`config.mk`:
```
export PLATFORM = sky130hd
export DESIGN_NAME = skinny_batch_sequencer
export DESIGN_NICKNAME = d
export VERILOG_FILES = /design/src/rtl/skinny_batch_sequencer.sv
export SDC_FILE = /design/constraint.sdc
export NUM_CORES = 1
export LEC_CHECK = 0
export ABC_AREA = 1
export BUFFER_PORTS_ARGS = -buffer_cell sky130_fd_sc_hd__buf_2
export CORE_AREA = 8 8 214 216
export CTS_CLUSTER_DIAMETER = 120
export DETAILED_ROUTE_END_ITERATION = 12
export DIE_AREA = 0 0 222 224
export SETUP_SLACK_MARGIN = 0.15
export SLEW_MARGIN = 20
export SYNTH_ARGS = -nofsm -noshare
export SYNTH_HDL_FRONTEND = slang
export SYNTH_SLANG_ARGS = --single-unit
```
`constraint.sdc`:
```
create_clock -name clk -period 2 [get_ports clk]
set_input_delay 0.1 -clock clk [delete_from_list [all_inputs] [get_ports clk]]
set_output_delay 0.1 -clock clk [all_outputs]
set_load 0.005 [all_outputs]
```
`src/rtl/skinny_batch_sequencer.sv`:
```
// skinny_batch_sequencer: runs a batch of back-to-back SKINNY-128-384
// encryptions for trace acquisition. The plaintext is either held fixed or
// chained from the previous ciphertext. A watchdog aborts a hung encryption.
// Every output comes straight from a register.
module skinny_batch_sequencer #(
  parameter int CNT_W   = 16,
  parameter int GAP_W   = 8,
  parameter int TIMEOUT = 1023
) (
  input  logic             clk,
  input  logic             n_reset,
  input  logic             cfg_start,
  input  logic             cfg_abort,
  input  logic [CNT_W-1:0] cfg_count,
  input  logic             cfg_mode,
  input  logic [GAP_W-1:0] cfg_gap,
  input  logic [127:0]     pt_i,
  output logic             core_start_o,
  output logic [127:0]     core_pt_o,
  input  logic             core_done_i,
  input  logic [127:0]     core_ct_i,
  output logic [127:0]     ct_o,
  output logic [CNT_W-1:0] iter_o,
  output logic             busy_o,
  output logic             done_o,
  output logic             timeout_o,
  output logic             trigger_o
);

  localparam int WD_W = (TIMEOUT < 1) ? 1 : $clog2(TIMEOUT + 1);
  // Watchdog expires on the cycle it holds TIMEOUT-1, so the exit lands
  // exactly TIMEOUT cycles after start went high.
  localparam logic [WD_W-1:0] WD_LAST = WD_W'(TIMEOUT - 1);

  typedef enum logic [1:0] {
    IDLE = 2'd0,
    RUN  = 2'd1,
    GAP  = 2'd2
  } state_t;

  state_t           state;
  logic [CNT_W-1:0] count_q;
  logic             mode_q;
  logic [GAP_W-1:0] gap_q;
  logic [GAP_W-1:0] gap_cnt;
  logic [127:0]     pt_q;
  logic [WD_W-1:0]  wd;

  logic [CNT_W-1:0] iter_inc;
  logic [GAP_W-1:0] gap_load;

  // Next completed-iteration count and the gap length (never zero, so the
  // core always sees start low for at least one cycle to re-arm).
  assign iter_inc = iter_o + CNT_W'(1);
  assign gap_load = (gap_q == '0) ? GAP_W'(1) : gap_q;

  // The plaintext register feeds the core directly, and the trigger is the
  // registered start itself.
  assign core_pt_o = pt_q;
  assign trigger_o = core_start_o;

  // Batch FSM with all control and data registers and registered outputs.
  always_ff @(posedge clk or negedge n_reset) begin
    if (!n_reset) begin
      state        <= IDLE;
      count_q      <= '0;
      mode_q       <= 1'b0;
      gap_q        <= '0;
      gap_cnt      <= '0;
      pt_q         <= '0;
      wd           <= '0;
      ct_o         <= '0;
      iter_o       <= '0;
      busy_o       <= 1'b0;
      done_o       <= 1'b0;
      timeout_o    <= 1'b0;
      core_start_o <= 1'b0;
    end else begin
      done_o <= 1'b0;
      case (state)
        IDLE: begin
          if (cfg_start) begin
            if (cfg_count != '0) begin
              count_q      <= cfg_count;
              mode_q       <= cfg_mode;
              gap_q        <= cfg_gap;
              pt_q         <= pt_i;
              iter_o       <= '0;
              timeout_o    <= 1'b0;
              wd           <= '0;
              state        <= RUN;
              busy_o       <= 1'b1;
              core_start_o <= 1'b1;
            end else begin
              // An empty batch completes immediately and leaves state alone.
              done_o <= 1'b1;
            end
          end
        end

        RUN: begin
          if (cfg_abort) begin
            // Abort wins over a same-cycle done: nothing is captured.
            state        <= IDLE;
            busy_o       <= 1'b0;
            core_start_o <= 1'b0;
          end else if (core_done_i) begin
            ct_o         <= core_ct_i;
            iter_o       <= iter_inc;
            core_start_o <= 1'b0;
            if (mode_q) begin
              pt_q <= core_ct_i;
            end
            if (iter_inc == count_q) begin
              state  <= IDLE;
              busy_o <= 1'b0;
              done_o <= 1'b1;
            end else begin
              state   <= GAP;
              gap_cnt <= gap_load;
            end
          end else if (wd == WD_LAST) begin
            timeout_o    <= 1'b1;
            done_o       <= 1'b1;
            state        <= IDLE;
            busy_o       <= 1'b0;
            core_start_o <= 1'b0;
          end else begin
            wd <= wd + WD_W'(1);
          end
        end

        GAP: begin
          if (cfg_abort) begin
            state  <= IDLE;
            busy_o <= 1'b0;
          end else if (gap_cnt == GAP_W'(1)) begin
            state        <= RUN;
            core_start_o <= 1'b1;
            wd           <= '0;
          end else begin
            gap_cnt <= gap_cnt - GAP_W'(1);
          end
        end

        default: begin
          state        <= IDLE;
          busy_o       <= 1'b0;
          core_start_o <= 1'b0;
        end
      endcase
    end
  end

endmodule

```
==> reports/metrics.cfg <==
[status]
status = finished with violations
violations = negative setup slack

[final_layout]
final_area_sq_um = 24800
final_nets = 3102
syn_to_final_growth_pct = 66.4
seq_area_sq_um = 8040
multi_input_area_sq_um = 6090
fill_cells = 3623
drive_above_1_share = 0.346

[clock_tree]
cts_buffers = 37
cts_root_buf = clkbuf_16
clk_latency_ns = 0.53
htreeDepth = 2
cts_tree = built
clk_pin_slew_ns = 0.06
cts_buffer_depth = 3
cts.sinks = 321

[min_path]
holdPathStages = 5
worstHoldStart = cfg_abort
whs_endpoint = core_start_o
min_path_type = input port to flip-flop

[sta]
fin_hold_ws_ns = 0.0123
max_slew_margin = 0.648
finalCritPeriodShare = 1.03
hold_violations = 0
finClkSkew_ns = 0.0119
fin_crit_ns = 2.06
grt_setup_unrepaired = yes
drv_slew = 0
tns_ns = -0.363
tightest_slew_ns = 0.528
fmax_mhz = 486
fin_ws_ns = -0.0579
setup_viol = 8

[synthesis]
synth_fp_nets = 2173
synth_top_family_by_area = simple AND/OR/NAND/NOR gates
ys_seq_elements = 321
synth_fa_ha_area_frac = 0.00420
avgSynthCellArea_sq_um = 7.92
synthCells = 1882
synth_xor_area_frac = 0.00831
synth.distinct_cells = 31
yosysWarnings = 0
synthSimpleGateAreaFrac = 0.178
synth-compound-area-share = 0.155
synth_area_sq_um = 14900
yosysSeqAreaShare = 0.539
synthMuxAreaShare = 0

[power]
p_leak_nw = 13.3
max-vdd-ir-drop_mv = 0.754
powerDensity_nw_per_um2 = 1480

[route]
vias = 16400
antenna_left = 0
routed_via_density = 4.85
wirelength_microns = 63500
wire_per_inst_microns = 18.8
drtIter0Drc = 1033
drcViolationCount = 0
firstDrtPassIters = 5

[critical_path]
r2r-end = gap_cnt[0]
cp_cell_sequence = ha_4, nand2_4, nor2_2, nand4_1, nand3_1, nand2_1, nor2_1, nand2_1, nor2_2, nand2_2, nand2_4, buf_6, nand3_1, nand2_1
crit_top_cell = nand2_1
critPathBufInv = 1
critical-path-top-delay-family = simple AND/OR/NAND/NOR gates
max_stage_delay_ns = 0.40
r2r_cells = 14
cp.arrival_ns = 2.53
start_kind = flip-flop
slowest_stage = dfrtp_1
cp_max_fo = 7
crit_type = flip-flop to flip-flop
reg2reg_setup_slack_ns = -0.06
regToRegStartpoint = iter_o[1]
critPathCaptureType = flip-flop
cp.required_ns = 2.47

[grt]
grt_pass1_vias = 16500
antenna_found_initial = 8
grt_first_pass_wirelength_microns = 93300
grt-ovfl-total = 0
grtUsageTotal = 0.234
grt_max_degree = 64

[floorplan]
rows = 76
ioPinCount = 563
dieHeight_microns = 224
die_w_microns = 222
start_util = 0.351
die_area_sq_um = 49700
core-area_sq_um = 42500

[placement]
place_congestion = 0.889
hpwl_microns = 42100
portBuffers = 562
dpl_cell_area_sq_um = 18700

[flow_run]
cap_violations = 0

per-stage QoR:
stage          std cells  power (mW)  worst slack, ns  utilization
3_3_place_gp        2969        23.8          -0.0799        0.441
4_1_cts             3338        32.2         -0.00298        0.544
6_report            3384        36.6          -0.0579        0.584
5_1_grt             3383        39.0           -0.218        0.583
3_5_place_dp        2969        24.1           -0.170        0.441
2_1_floorplan       1882        17.8            0.147            -
state kept, by name (all words and copies together) (netlist names):
name          count
busy_o            1
core_pt_o       128
core_start_o      1
count_q          16
ct_o            128
done_o            1
gap_cnt           8
gap_q             8
iter_o           16
mode_q            1
state             2
timeout_o         1
wd               10
layout by cell type (no fill, tap or decap), drive strengths merged:
| master | synthesis | layout |
|---|---|---|
| dlygate4sd3 | 0 | 278 |
| nor3 | 6 | 6 |
| nand4 | 18 | 18 |
| or2 | 1 | 1 |
| inv | 337 | 340 |
| xnor3 | 2 | 2 |
| nor4 | 7 | 7 |
| o21ai | 440 | 440 |
| clkinv | 0 | 5 |
| nand2 | 535 | 536 |
| clkbuf | 61 | 75 |
| xnor2 | 1 | 1 |
| diode | 0 | 6 |
| a21oi | 4 | 4 |
| dfrtp | 321 | 321 |
| o31ai | 2 | 2 |
| ha | 5 | 5 |
| nand3 | 42 | 42 |
| xor2 | 8 | 8 |
| a31oi | 2 | 2 |
| o22ai | 9 | 9 |
| buf | 33 | 680 |
| nor2 | 42 | 43 |
| nand3b | 6 | 6 |
| clkinvlp | 0 | 1 |
layout make-up:
type,count,share of cell area
Timing Repair Buffer,981,0.306
Clock inverter,8,0.00217
Clock buffer,52,0.0424
Inverter,337,0.0515
Tap cell,546,0.0275
Timing Repair inverter,1,0.000252
Multi-Input combinational cell,1132,0.246
Antenna cell,6,0.000605
Sequential cell,321,0.324
cells in the mapped netlist:
| library cell | n | area share |
|---|---|---|
| nand2_1 | 533 | 0.13 |
| nor3_1 | 6 | 0.0020 |
| nand4_1 | 18 | 0.0076 |
| or2_2 | 1 | 0.00042 |
| buf_6 | 10 | 0.0076 |
| o21ai_2 | 1 | 0.00059 |
| nand2_4 | 1 | 0.00076 |
| nor2_1 | 38 | 0.0096 |
| buf_2 | 16 | 0.0054 |
| ha_1 | 5 | 0.0042 |
| nand3_1 | 42 | 0.014 |
| xnor3_1 | 2 | 0.0030 |
| buf_4 | 3 | 0.0015 |
| nor2_2 | 4 | 0.0017 |
| o22ai_1 | 9 | 0.0038 |
| xnor2_1 | 1 | 0.00059 |
| o21ai_0 | 317 | 0.11 |
| inv_2 | 1 | 0.00025 |
| a21oi_1 | 4 | 0.0013 |
| nor4_4 | 1 | 0.0014 |
| nor4_1 | 6 | 0.0025 |
| clkbuf_1 | 61 | 0.015 |
| o31ai_1 | 2 | 0.0010 |
| a31oi_1 | 2 | 0.00084 |
| dfrtp_1 | 321 | 0.54 |
| nand3b_1 | 6 | 0.0030 |
| nand2_2 | 1 | 0.00042 |
| xor2_1 | 8 | 0.0047 |
| o21ai_1 | 122 | 0.041 |
| inv_1 | 336 | 0.085 |
| buf_1 | 4 | 0.0010 |
worst register-to-register path: cells and delay by family (launching register included):
| family | cells | cell delay (ns) |
|---|---|---|
| adder cells (fa/ha/maj) | 1 | 0.19 |
| AND/OR/NAND/NOR | 12 | 1.27 |
| flip-flops | 1 | 0.40 |
| buffers and inverters | 1 | 0.15 |
logic make-up after synthesis:
kind of cell	count (synthesis)
simple gates	657
compound gates	457
buf+inv	431
flops	321
xor+xnor	11
fa+ha+maj	5
how the worst max path moves through the flow:
| stage | start | cells past startpoint | slack [ns] | endpoint |
|---|---|---|---|---|
| 6_report | iter_o[1] | 14 | -0.06 | gap_cnt[0] |
| 3_3_place_gp | iter_o[1] | 14 | -0.08 | gap_cnt[6] |
| 4_1_cts | iter_o[0] | 14 | -0.003 | gap_cnt[0] |
| 2_1_floorplan | iter_o[1] | 16 | 0.15 | gap_cnt[5] |
| 5_1_grt | iter_o[1] | 14 | -0.22 | gap_cnt[0] |
| 3_5_place_dp | iter_o[1] | 14 | -0.17 | gap_cnt[2] |
what timing repair did:
item                                   CTS  global route
hold buffers                           278             0
pin swaps                               20            25
endpoints found under the hold margin  553             0
setup endpoints to repair              127           146
cloned                                   8            29
resized for setup                       52           277
setup buffers                           23            12
metal layers:
layer	up-vias	routed length [microns]	part of all wire	global-route usage
met5	-	0	0	0
li1	7747	-	-	-
met1	7742	24900	0.39	0.275
met2	728	31000	0.49	0.390
met4	0	3330	0.052	0.131
met3	195	4330	0.068	0.0581
report_power, final:
group | switching (mW) | internal (mW) | total, mW
clock | 2.70 | 3.65 | 6.35
sequential | 2.07 | 9.40 | 11.5
combinational | 9.96 | 8.80 | 18.8
Power figures use the tool's default switching activity.
